==> src/rtl/lc3b_types.sv <==
// Shared LC-3b pipeline types: register index, MEM-stage access state and
// the pipeline control word whose all-zero value is the bubble (NOP).
package lc3b_types;

  localparam int unsigned REG_W    = 3;
  localparam int unsigned OPCODE_W = 4;

  typedef logic [REG_W-1:0] lc3b_reg;

  typedef enum logic {
    M_IDLE = 1'b0,
    M_IND2 = 1'b1
  } lc3b_memstate_t;

  typedef struct packed {
    logic [OPCODE_W-1:0] opcode;
    logic                regwrite;
    logic                memread;
    logic                memwrite;
    logic                indirect;
    logic                branch;
    logic [1:0]          aluop;
    logic [1:0]          wbsel;
  } lc3b_ctrl_t;

  // Zeroed control word: no writeback, no memory access, no branch.
  localparam lc3b_ctrl_t NOP_CTRL = '0;

endpackage

==> src/rtl/hazard_detect.sv <==
// Load-use detector: EX-stage load whose destination feeds an ID-stage
// source that forwarding cannot reach in time.
module hazard_detect
  import lc3b_types::*;
(
  input  logic    idex_memread_i,
  input  logic    idex_regwrite_i,
  input  lc3b_reg idex_dest_i,
  input  lc3b_reg ifid_src1_i,
  input  lc3b_reg ifid_src2_i,
  input  logic    ifid_use_src1_i,
  input  logic    ifid_use_src2_i,
  output logic    load_use_o
);

  logic src1_hit;
  logic src2_hit;

  assign src1_hit   = ifid_use_src1_i & (ifid_src1_i == idex_dest_i);
  assign src2_hit   = ifid_use_src2_i & (ifid_src2_i == idex_dest_i);
  assign load_use_o = idex_memread_i & idex_regwrite_i & (src1_hit | src2_hit);

endmodule

==> src/rtl/pipeline_hazard_ctrl.sv <==
// Stall/flush sequencer for the five-stage LC-3b pipeline: pipeline register
// enables, bubble strobes, PC redirect and saturating stall/flush counters.
module pipeline_hazard_ctrl
  import lc3b_types::*;
#(
  parameter int unsigned CNT_WIDTH = 16
) (
  input  logic                 clk,
  input  logic                 reset_n,
  input  logic                 icache_req,
  input  logic                 icache_resp,
  input  logic                 dcache_req,
  input  logic                 dcache_resp,
  input  logic                 mem_indirect,
  input  logic                 br_taken,
  input  logic                 idex_memread,
  input  logic                 idex_regwrite,
  input  lc3b_reg              idex_dest,
  input  lc3b_reg              ifid_src1,
  input  lc3b_reg              ifid_src2,
  input  logic                 ifid_use_src1,
  input  logic                 ifid_use_src2,
  input  logic                 cnt_clear,
  output logic                 pc_load,
  output logic                 ifid_load,
  output logic                 idex_load,
  output logic                 exmem_load,
  output logic                 memwb_load,
  output logic                 ifid_bubble,
  output logic                 idex_bubble,
  output logic                 exmem_bubble,
  output logic                 pcmux_sel,
  output logic                 indirect_phase,
  output logic [CNT_WIDTH-1:0] stall_count,
  output logic [CNT_WIDTH-1:0] flush_count
);

  localparam logic [CNT_WIDTH-1:0] CNT_MAX = '1;

  lc3b_memstate_t       state_q, state_d;
  logic [CNT_WIDTH-1:0] stall_q, stall_d;
  logic [CNT_WIDTH-1:0] flush_q, flush_d;

  logic load_use;
  logic resp_v;
  logic mem_done;
  logic mem_stall;
  logic fetch_stall;
  logic redirect;

  hazard_detect u_hazard_detect (
    .idex_memread_i  (idex_memread),
    .idex_regwrite_i (idex_regwrite),
    .idex_dest_i     (idex_dest),
    .ifid_src1_i     (ifid_src1),
    .ifid_src2_i     (ifid_src2),
    .ifid_use_src1_i (ifid_use_src1),
    .ifid_use_src2_i (ifid_use_src2),
    .load_use_o      (load_use)
  );

  // A response with no request in flight is stray and must not move the FSM.
  assign resp_v      = dcache_req & dcache_resp;
  assign mem_done    = resp_v & (~mem_indirect | (state_q == M_IND2));
  assign mem_stall   = dcache_req & ~mem_done;
  assign fetch_stall = icache_req & ~icache_resp;

  always_ff @(posedge clk or negedge reset_n) begin
    if (!reset_n) begin
      state_q <= M_IDLE;
      stall_q <= '0;
      flush_q <= '0;
    end else begin
      state_q <= state_d;
      stall_q <= stall_d;
      flush_q <= flush_d;
    end
  end

  // LDI/STI sequencing: remember that the pointer access has returned.
  always_comb begin
    state_d = state_q;
    case (state_q)
      M_IDLE: if (resp_v && mem_indirect) state_d = M_IND2;
      M_IND2: if (resp_v)                 state_d = M_IDLE;
    endcase
  end

  // Priority chain: freeze, redirect, load-use bubble, fetch wait, normal.
  always_comb begin
    pc_load        = 1'b0;
    ifid_load      = 1'b0;
    idex_load      = 1'b0;
    exmem_load     = 1'b0;
    memwb_load     = 1'b0;
    ifid_bubble    = 1'b0;
    idex_bubble    = 1'b0;
    exmem_bubble   = 1'b0;
    pcmux_sel      = 1'b0;
    redirect       = 1'b0;
    indirect_phase = reset_n & (state_q == M_IND2);
    if (reset_n) begin
      if (mem_stall || (br_taken && fetch_stall)) begin
        pc_load = 1'b0;
      end else if (br_taken) begin
        redirect     = 1'b1;
        pc_load      = 1'b1;
        pcmux_sel    = 1'b1;
        ifid_load    = 1'b1;
        idex_load    = 1'b1;
        exmem_load   = 1'b1;
        memwb_load   = 1'b1;
        ifid_bubble  = 1'b1;
        idex_bubble  = 1'b1;
        exmem_bubble = 1'b1;
      end else if (load_use) begin
        idex_load   = 1'b1;
        idex_bubble = 1'b1;
        exmem_load  = 1'b1;
        memwb_load  = 1'b1;
      end else if (fetch_stall) begin
        ifid_load   = 1'b1;
        ifid_bubble = 1'b1;
        idex_load   = 1'b1;
        exmem_load  = 1'b1;
        memwb_load  = 1'b1;
      end else begin
        pc_load    = 1'b1;
        ifid_load  = 1'b1;
        idex_load  = 1'b1;
        exmem_load = 1'b1;
        memwb_load = 1'b1;
      end
    end
  end

  // Saturating performance counters; clear beats increment.
  always_comb begin
    stall_d = stall_q;
    flush_d = flush_q;
    if (cnt_clear) begin
      stall_d = '0;
      flush_d = '0;
    end else begin
      if (!pc_load && (stall_q != CNT_MAX)) stall_d = stall_q + CNT_WIDTH'(1);
      if (redirect && (flush_q != CNT_MAX)) flush_d = flush_q + CNT_WIDTH'(1);
    end
  end

  assign stall_count = stall_q;
  assign flush_count = flush_q;

endmodule

==> config.mk <==
export PLATFORM = sky130hd
export DESIGN_NAME = pipeline_hazard_ctrl
export DESIGN_NICKNAME = d
export VERILOG_FILES = /design/src/rtl/lc3b_types.sv /design/src/rtl/hazard_detect.sv /design/src/rtl/pipeline_hazard_ctrl.sv
export SDC_FILE = /design/constraint.sdc
export NUM_CORES = 1
export LEC_CHECK = 0
export CAP_MARGIN = 15
export CELL_PAD_IN_SITES_DETAIL_PLACEMENT = 1
export CELL_PAD_IN_SITES_GLOBAL_PLACEMENT = 1
export CORE_UTILIZATION = 32
export CTS_BUF_LIST = sky130_fd_sc_hd__clkbuf_8
export CTS_CLUSTER_SIZE = 28
export DETAILED_ROUTE_END_ITERATION = 12
export GPL_TIMING_DRIVEN = 0
export PLACE_DENSITY = 0.83
export SYNTH_ARGS = -nofsm -noshare
export SYNTH_HDL_FRONTEND = slang
export SYNTH_SLANG_ARGS = --single-unit
==> constraint.sdc <==
create_clock -name clk -period 1.7 [get_ports clk]
set_input_delay 0.34 -clock clk [delete_from_list [all_inputs] [get_ports clk]]
set_output_delay 0.34 -clock clk [all_outputs]
set_load 0.01 [all_outputs]
After elaboration in Yosys (flattened, before gate mapping). Cells that the tools add are included.

Register bits after elaboration: 33. Bits of input ports: 22. Output and inout port bits: 42.

Add/subtract/negate cells: 2. Eq/ne operators: 4. Muxes and demuxes: 30. Bitwise logic cells: 15. Reductions and logical operators: 8.

Operator list (number): 16-bit two-way mux (4); 16-bit by 1-bit adder with 16-bit output, second input constant (2); 16-bit inequality test, second input constant (2); 1-bit two-way mux (25); 1-bit bitwise AND (9); 3-bit == test (2); 1-bit logical AND (4); 1-bit inverter (4); 2-bit nonzero test (2); 1-bit OR (2); 1-bit case mux with 2 select lines (1); 1-bit zero test (1); 1-bit logical OR (1).

Logic depth before layout (Yosys ltp). Gate-level depths: netlist of the first run.

Depth in word-level cells: 12. Mapped depth: 8. Mapped depth without buffers: 7.

Cells and area by module. Synthesis of the first run repeated with hierarchy kept, for this count alone.

Cell total of the unflattened synthesis: 228. Area, all modules: 2083.2 um^2.

By module, submodules not included: pipeline_hazard_ctrl (times used 1, cells an instance 218, area an instance 2009.4 um^2); hazard_detect (times used 1, cells an instance 10, area an instance 73.8 um^2).

Worst setup path before layout of the first run. No wires, ideal clock.

Kind: reg2reg. Start: reg stall_q[0] (netlist: stall_count[0]). End: reg stall_q[14] (netlist: stall_count[14]). Data arrival time: 1.833 ns. Setup slack: -0.265 ns. Cell stages (with the launch flop): 9. Buffers on the path: 1. Cell sequence: dfrtp_1 > ha_1 > nand4_1 > nor4_2 > a21oi_1 > buf_2 > o2111ai_1 > xor2_1 > nor2_1.

Word-level cells in the longest chain between the ends: 3. Elaborated cells on any way between the ends: 6. Classes of those cells: 1 x add/sub; 1 x eq/ne; 2 x mux; 2 x reduce/logical.

Ends and longest elaborated chain: start: declaration (line pipeline_hazard_ctrl.sv:41) `logic [CNT_WIDTH-1:0] stall_q, stall_d;`; start signal: assignment (line pipeline_hazard_ctrl.sv:75) `stall_q <= stall_d;`; 16-bit by 1-bit adder with 16-bit output or 16-bit inequality test (tied branches) (line pipeline_hazard_ctrl.sv:145) `if (!pc_load && (stall_q != CNT_MAX)) stall_d = stall_q + CNT_WIDTH'(1);`; 16-bit two-way mux or 1-bit logical AND (tied branches) (line pipeline_hazard_ctrl.sv:145); 16-bit two-way mux or 2-bit nonzero test (tied branches).

Parallel ways exist; a longest one is shown, timed or not. The select of a mux whose other input is x is not followed. A chain may end at the register's enable or synchronous reset.

Worst setup path after layout of the first run.
Start: reg stall_q[0] (netlist: stall_count[0]). End: reg stall_q[8] (netlist: stall_count[8]).

Same word-level chain as after synthesis.

==> results.cfg, run 1 <==
[critical_path]
r2r_cells = 9
crit_type = flop to flop
worstPathArrival_ps = 2360
critPathLaunchType = flop
critPathMaxFanout = 5
worstPathRequired_ps = 1910
worstSetupEndpointType = flop

[layout]
syn2layout_area_growth_pct = 89.9
stdcell_area_um2 = 3700
final_cell_mix = buf_4, nor2_1, buf_6
final_layout_size_suffix_gt1_share_pct = 47.7
final_common_cell = buf_4
nets = 354
n_antenna_cell = 0

[route]
drc = 0
ant_nets = 0
drtPass1Iterations = 4
vias = 2250
wl_mm = 9.65
drt-initial-drc-count = 123
via_per_inst = 5.54
wl_per_cell_um = 23.8

[synthesis]
ys_types = 41
ys_ff_latch = 33
yosysWarnings = 0
seq_area_frac_synth_pct = 42.4
synth-main-ff-cell = dfrtp_1
syn_inst = 210
synth_area_per_cell_um2 = 9.27
synth_edf_count = 0
async_flop_share_pct = 100
syn_nets = 234
synth_area_um2 = 1950

[clock_tree]
clock-root-buffer = clkbuf_8
clk_latency_ps = 310
cts_buffer_depth = 2
cts_buffers = 5
cts_tree = yes
clk_pin_slew_ps = 70
htree_levels = 2
cts_sinks = 33

[global_route]
grt_pass1_wl_mm = 12.2
grt_pass1_vias = 2234
antenna_found_initial = 0
track_usage_pct = 26.0
grt_max_degree = 34
grt_overflow_total = 0

[timing]
fin_crit_sh_pct = 126
finalHoldViolations = 0
period_needed_ps = 2150
rsz0062_at_grt = true
setup_ws_ps = -447
worst_pin_slew_ps = 617
slew-limit-headroom_pct = 58.9
setup_tns_ps = -9750
drv_slew = 0
fmax_mhz = 466
skew_ps = 7.07
setup_viol = 41

[status]
violations = negative setup slack
status = complete, but fails checks

[power]
peakVddDrop_mv = 0.482
power.leakage_nw = 1.62
total_power_mw = 1.94
pwr_density_cell_nw_per_um2 = 526

[die]
dieArea_um2 = 6400
core_area_um2 = 5890
placementRows = 28
boundaryPins = 64
initial_core_util_pct = 33.1
fp.dieH_um = 80
die_x_um = 80

[min_path]
min_path_cells = 4
hold_class = input port to flop

[placed_design]
dp_hpwl_mm = 3.99
place_area_um2 = 2750
io_buffers = 62
gp_congestion = 0.750

[flow_run]
drv_cap = 0
-- cells by family (layout without fill, tap and decap cells) --
family	count (synthesis)	after routing	synth area share [%]
adder cells (fa/ha/maj)	2	2	1.29
buffers and inverters	18	139	4.56
flip-flops	33	33	42.4
multiplexers	2	2	1.09
AO/OA/AOI/OAI	30	30	10.5
XOR/XNOR	31	31	13.9
AND/OR/NAND/NOR	94	94	26.2
-- cell usage after synthesis (6+ instances only) --
| cell type | instances | area share [%] |
|---|---|---|
| nor4_1 | 8 | 2.6 |
| nor2_1 | 31 | 6.0 |
| xor2_1 | 11 | 4.9 |
| a21oi_1 | 7 | 1.8 |
| nand3_1 | 6 | 1.5 |
| o21ai_0 | 10 | 2.6 |
| and3_1 | 6 | 1.9 |
| dfrtp_1 | 33 | 42 |
| xnor2_1 | 20 | 9.0 |
| nand2_1 | 13 | 2.5 |
| inv_1 | 8 | 1.5 |
| nand4_1 | 7 | 2.2 |
-- registers in the layout, indices dropped and copies added, names as in the netlist --
name         count
flush_count     16
stall_count     16
state_q          1
-- per-layer routing --
layer,global-route usage (%),wire (um),vias up
met5,0,0,-
li1,-,-,969
met2,47.2,5180,100
met1,28.8,3410,1146
met3,5.03,565,35
met4,12.7,490,0
-- worst max-delay path, stage by stage (launching register included) --
cell,delay [ps]
dfrtp_1,440
ha_4,190
nand4_1,150
nor4_4,80
buf_4,150
a21oi_4,200
buf_4,210
nor2_4,60
or3_1,360
a21oi_1,220
-- report_power, final --
group	switching [mW]	internal (mW)	leakage, nW
sequential	0.0226	0.801	0.444
clock	0.338	0.319	0.0538
combinational	0.226	0.238	1.12
total	0.586	1.36	1.62
-- stage by stage --
step	std cells	hold slack (ps)	setup WS [ps]	util, %
after CTS	395	519	-340	55.6
after global placement	347	504	-2250	46.7
final	406	500	-447	62.8
after floorplan	210	44.4	-70.3	-
after global routing	406	553	-517	62.8
after detailed placement	347	490	-1290	46.6
-- layout make-up --
class,count,area (um2)
multi-input cells,159,1500
flip-flops and latches,33,836
fillers,615,2190
clock inverters,2,7.51
inverters,8,35.0
clock buffers,6,82.6
well taps,75,93.8
repair buffers,113,1060
plain buffers,10,82.6
-- path summary, 6_finish.rpt --
path	end	startpoint	slack [ps]
max	stall_count[8]$_DFFE_PN0P_	stall_count[0]$_DFFE_PN0P_	-450
min	stall_count[7]$_DFFE_PN0P_	cnt_clear	500
max reg2reg	stall_count[8]$_DFFE_PN0P_	stall_count[0]$_DFFE_PN0P_	-450
min reg2reg	stall_count[7]$_DFFE_PN0P_	stall_count[7]$_DFFE_PN0P_	610
max in group asynchronous	flush_count[6]$_DFFE_PN0P_	reset_n	910
min in group asynchronous	flush_count[10]$_DFFE_PN0P_	reset_n	600
-- timing repair --
item / CTS / global route
hold buffers: 2 / 0
pin swaps: 25 / 29
hold endpoints to repair: 33 / 0
buffers inserted: 36 / 14
cloned: 3 / 0
gates resized for setup: 117 / 96
setup endpoints to repair: 42 / 50
Note: power is estimated with default switching activity, not from simulation.
==> run 2, diff against run 1 <==
CORE_UTILIZATION = 35   (was 32)
PLACE_DENSITY = 0.86   (was 0.83)
clock period = 2.44 ns   (was 1.7 ns; I/O delays follow)
==> run 2 against run 1 <==
The run now ends clean. Power decreased by 32%. Hold slack got worse by 420 ps. Final area decreased by 22%. Largest power group unchanged. Setup slack better by 550 ps. Largest cell class unchanged.
==> results.cfg, run 2 (synthesis results as in run 1) <==
[critical_path]
cpPeakStageDelay_ps = 490
worstPathArrival_ps = 2490
cp_common_cell = buf_4
r2r_slack_ps = 140
cpMaxStageDelayCell = clkdlybuf4s50_1
crit_path_cell_trace = clkdlybuf4s50_1 > xnor2_2 > nand4_1 > buf_4 > a2111oi_4 > buf_6 > buf_4 > o2111ai_1 > xor2_1 > nor2_1
reg2reg_from = stall_count[0]$_DFFE_PN0P_
critPathLaunchType = input port
r2r_end = stall_count[4]$_DFFE_PN0P_
crit_type = input port to flop
worstPathRequired_ps = 2590
critPathMaxFanout = 8
worstSetupEndpointType = flop
r2r_cells = 8

[timing]
rsz0062_at_grt = true
worst_pin_slew_ps = 513
setup_viol = 0
skew_ps = 7.96
fin_crit_sh_pct = 95.9
finalHoldViolations = 0
fmax_mhz = 428
slew-limit-headroom_pct = 65.8
period_needed_ps = 2340
drv_slew = 0

[clock_tree]
cts_tree = yes
clk_latency_ps = 290
cts_buffer_depth = 2
htree_levels = 2
clk_pin_slew_ps = 70
clock-root-buffer = clkbuf_8
cts_buffers = 5
cts_sinks = 33

[placed_design]
place_area_um2 = 2650
dp_hpwl_mm = 3.87
gp_congestion = 0.748
io_buffers = 62
dpl.cell_count = 342

[global_route]
grt_overflow_total = 0
antenna_found_initial = 0
grt_pass1_wl_mm = 9.69
track_usage_pct = 20.8
grt_max_degree = 37
grt_pass1_vias = 1999

[die]
placementRows = 26
fp.dieH_um = 76.6
initial_core_util_pct = 37.2
die_x_um = 76.6
core_area_um2 = 5240
boundaryPins = 64
dieArea_um2 = 5860

[route]
dr_wl_met3_um = 227
ant_nets = 0
wl_mm = 5.64
vias = 1854
drt-initial-drc-count = 52
maxUsedRoutingLayer = met4
wl_per_cell_um = 15.7
wl_met2_mm = 2.81
wl_met1_mm = 2.51
via_per_inst = 5.15
drc = 0
drtPass1Iterations = 4

[layout]
final_layout_size_suffix_gt1_share_pct = 15.9
instances_no_fill = 360
final_cell_mix = clkdlybuf4s50_1, dfrtp_1, nor2_1
stdcell_area_um2 = 2890
final_common_cell = clkdlybuf4s50_1
nets = 313
syn2layout_area_growth_pct = 48.7
n_antenna_cell = 0

[power]
power.leakage_nw = 1.22
pwr_density_cell_nw_per_um2 = 457
peakVddDrop_mv = 0.359
total_power_mw = 1.32

[min_path]
hold_class = input port to async pin

[flow_run]
drv_cap = 0

[status]
status = finished clean
run 2: cell types whose count changed in the layout (fill, tap and decap cells not counted), sizes merged:
cell,change
inv,-1
buf,-53
dlymetal6s2s,-5
bufinv,+1
clkdlybuf4s50,+23
clkbuf,-3
dlygate4sd2,-2
dlygate4sd3,-1
run 2: where the power goes:
part / internal (mW) / switching, mW
Sequential: 0.559 / 0.0134
Clock: 0.329 / 0.209
Combinational: 0.111 / 0.102
Total: 0.999 / 0.324
run 2: routing by layer:
layer | global-route usage [%] | vias up
met1 | 24.9 | 912
li1 | - | 886
met4 | 7.88 | 0
met2 | 36.7 | 48
met5 | 0 | -
met3 | 3.83 | 8
run 2: final cells by class:
cell class	instances	area [um2]
buffer	10	58.8
clock buffer	6	82.6
clock inverter	2	33.8
fill	606	2340
inverter	8	30.0
multi-input combinational	159	1090
sequential	33	826
tap	70	87.6
timing repair buffer	72	688
run 2: timing repair:
| action | CTS | global route |
|---|---|---|
| hold buffers | 0 | 0 |
| endpoints found under the setup margin | 20 | 8 |
| gates resized for setup | 25 | 8 |
| buffers inserted | 5 | 5 |
| pin swaps | 4 | 7 |
run 2: worst max path at each step:
stage	startpoint	to	slack, ps	depth (start not counted)
finish	ifid_src2[1]	stall_count[4]$_DFFE_PN0P_	100	10
global route	ifid_src2[0]	stall_count[4]$_DFFE_PN0P_	-5	10
CTS	idex_dest[1]	stall_count[8]$_DFFE_PN0P_	40	9
detailed placement	reset_n	pcmux_sel	-890	7
global placement	reset_n	ifid_bubble	-1880	7
floorplan	mem_indirect	ifid_bubble	290	5
run 2: per-stage QoR:
step	util [%]	hold slack [ps]	setup WS, ps	TNS (ps)
after detailed placement	50.6	528	-886	-13230
final	55.3	75.6	101	0
after floorplan	-	192	286	0
after global routing	55.3	92.6	-5.13	-5.13
after CTS	54.0	86.9	35.6	0
after global placement	50.7	506	-1880	-54330
run 2: critical path, delay by kind of cell:
kind,cells,cell delay [ps]
compound gates,2,510
xor+xnor,2,300
buf+inv,4,980
simple gates,2,200
==> run 3, diff against run 2 <==
SLEW_MARGIN = 40   (was default)
==> run 3 against run 2 <==
Clock power down 1%. Fmax down 1.1%. Hold slack worse by 43 ps. Global-route usage down 0.13 points. Combinational power increased by 2%. First-iteration DRC count up 13%. Final area rose by 1.8%. Setup slack lost 27 ps. Routed wire length rose by 1.2%. Critical path depth down 2. Die area unchanged. Power about the same. Largest power group unchanged.
==> results.cfg, run 3 (synthesis results as in run 1) <==
[status]
status = finished clean

[layout]
final_cell_mix = clkdlybuf4s50_1, dfrtp_1, nor2_1
fillers = 604
seq_area_um2 = 826
final_layout_size_suffix_gt1_share_pct = 15.9
nets = 313
syn2layout_area_growth_pct = 51.3
stdcell_area_um2 = 2950
utilization_pct = 56.2
final_common_cell = clkdlybuf4s50_1
multi_input_area_um2 = 1100
instances_no_fill = 360
n_antenna_cell = 0

[placed_design]
dpl.cell_count = 343
dp_hpwl_mm = 3.99
place_ws_ps = -763
gp_congestion = 0.748
place_area_um2 = 2680
io_buffers = 62

[power]
power.leakage_nw = 1.29
total_power_mw = 1.32
peakVddDrop_mv = 0.459
internal_power_mw = 1.00
swShare_pct = 24.3
p_sw_mw = 0.321
power_frac_clock_pct = 40.1
pwr-share-seq_pct = 43.4
combPwrFrac_pct = 16.5
pwr_density_cell_nw_per_um2 = 449

[die]
core_area_um2 = 5240
initial_core_util_pct = 37.2
fp.dieH_um = 76.6
dieArea_um2 = 5860
placementRows = 26
boundaryPins = 64
die_x_um = 76.6

[critical_path]
crit_type = input port to output pin
path_buf_inv = 5
cpPeakStageDelay_ps = 470
cp_common_cell = buf_4
crit_family = buffers and inverters
worstPathRequired_ps = 1950
crit_path_cell_trace = clkdlybuf4s50_1 > nand2_1 > o22ai_4 > buf_4 > nand3_4 > inv_1 > buf_4 > dlygate4sd2_1
cpMaxStageDelayCell = clkdlybuf4s50_1
critPathMaxFanout = 3
critPathLaunchType = input port
worstPathArrival_ps = 1880
worstSetupEndpointType = output pin

[clock_tree]
cts_tree = yes
clk_pin_slew_ps = 70
htree_levels = 2
cts_sinks = 33
clk_latency_ps = 280
cts_buffers = 5
cts_buffer_depth = 2
clock-root-buffer = clkbuf_8

[global_route]
track_usage_pct = 20.6
grt_pass1_vias = 1906
grt_pass1_wl_mm = 9.66
grt_max_degree = 20
antenna_found_initial = 0
grt_overflow_total = 0

[timing]
fin_crit_sh_pct = 97.0
slew-limit-headroom_pct = 66.0
finalHoldViolations = 0
fmax_mhz = 423
rsz0062_at_grt = true
setup_tns_ps = 0
drv_slew = 0
period_needed_ps = 2370
setup_viol = 0
timing.hold.ws_ps = 32.3
setup_ws_ps = 73.8
worst_pin_slew_ps = 510
skew_ps = 8.59

[route]
drtPass1Iterations = 4
wl_mm = 5.71
drt-initial-drc-count = 59
drc = 0
vias = 1874
via_per_inst = 5.21
ant_nets = 0
wl_per_cell_um = 15.9

[min_path]
hold_class = input port to async pin

[flow_run]
drv_cap = 0
run 3: power by group through the flow:
stage	Sequential, mW	Clock (mW)	Combinational [mW]
6_report	0.574	0.531	0.218
5_1_grt	0.576	0.568	0.239
4_1_cts	0.572	0.538	0.217
3_5_place_dp	0.582	0	0.203
3_3_place_gp	0.581	0	0.193
2_1_floorplan	0.583	0	0.0841
run 3: routing by layer:
metal	share of wire [%]	vias up	track usage [%]
met2	50	53	35.6
met5	0	-	0
met4	1.2	0	7.50
met3	4.6	7	2.99
met1	44	926	26.1
li1	-	888	-
run 3: cell type report:
cell class / count / area share, %
repair buffers: 72 / 24.6
inverters: 8 / 1.02
flip-flops and latches: 33 / 28.0
plain buffers: 10 / 2.00
clock inverters: 2 / 1.15
clock buffers: 6 / 2.80
well taps: 70 / 2.97
multi-input cells: 159 / 37.5
run 3: path summary, 6_finish.rpt:
check	cells after the start	to	slack (ps)	from
setup / recovery	8	pcmux_sel	70	dcache_resp
hold / removal	1	flush_count[9]$_DFFE_PN0P_	30	reset_n
setup reg to reg	8	stall_count[6]$_DFFE_PN0P_	170	stall_count[0]$_DFFE_PN0P_
hold reg to reg	2	flush_count[12]$_DFFE_PN0P_	580	flush_count[12]$_DFFE_PN0P_
max in group asynchronous	2	flush_count[2]$_DFFE_PN0P_	2080	reset_n
min in group clk	2	flush_count[12]$_DFFE_PN0P_	580	flush_count[12]$_DFFE_PN0P_
run 3: timing repair:
action / 4_1_cts / 5_1_grt
hold buffers: 0 / 0
setup buffers: 5 / 3
cloned: 0 / 1
resized for setup: 23 / 14
pin swaps: 4 / 5
setup endpoints to repair: 11 / 9
endpoints found under the hold margin: 0 / 0
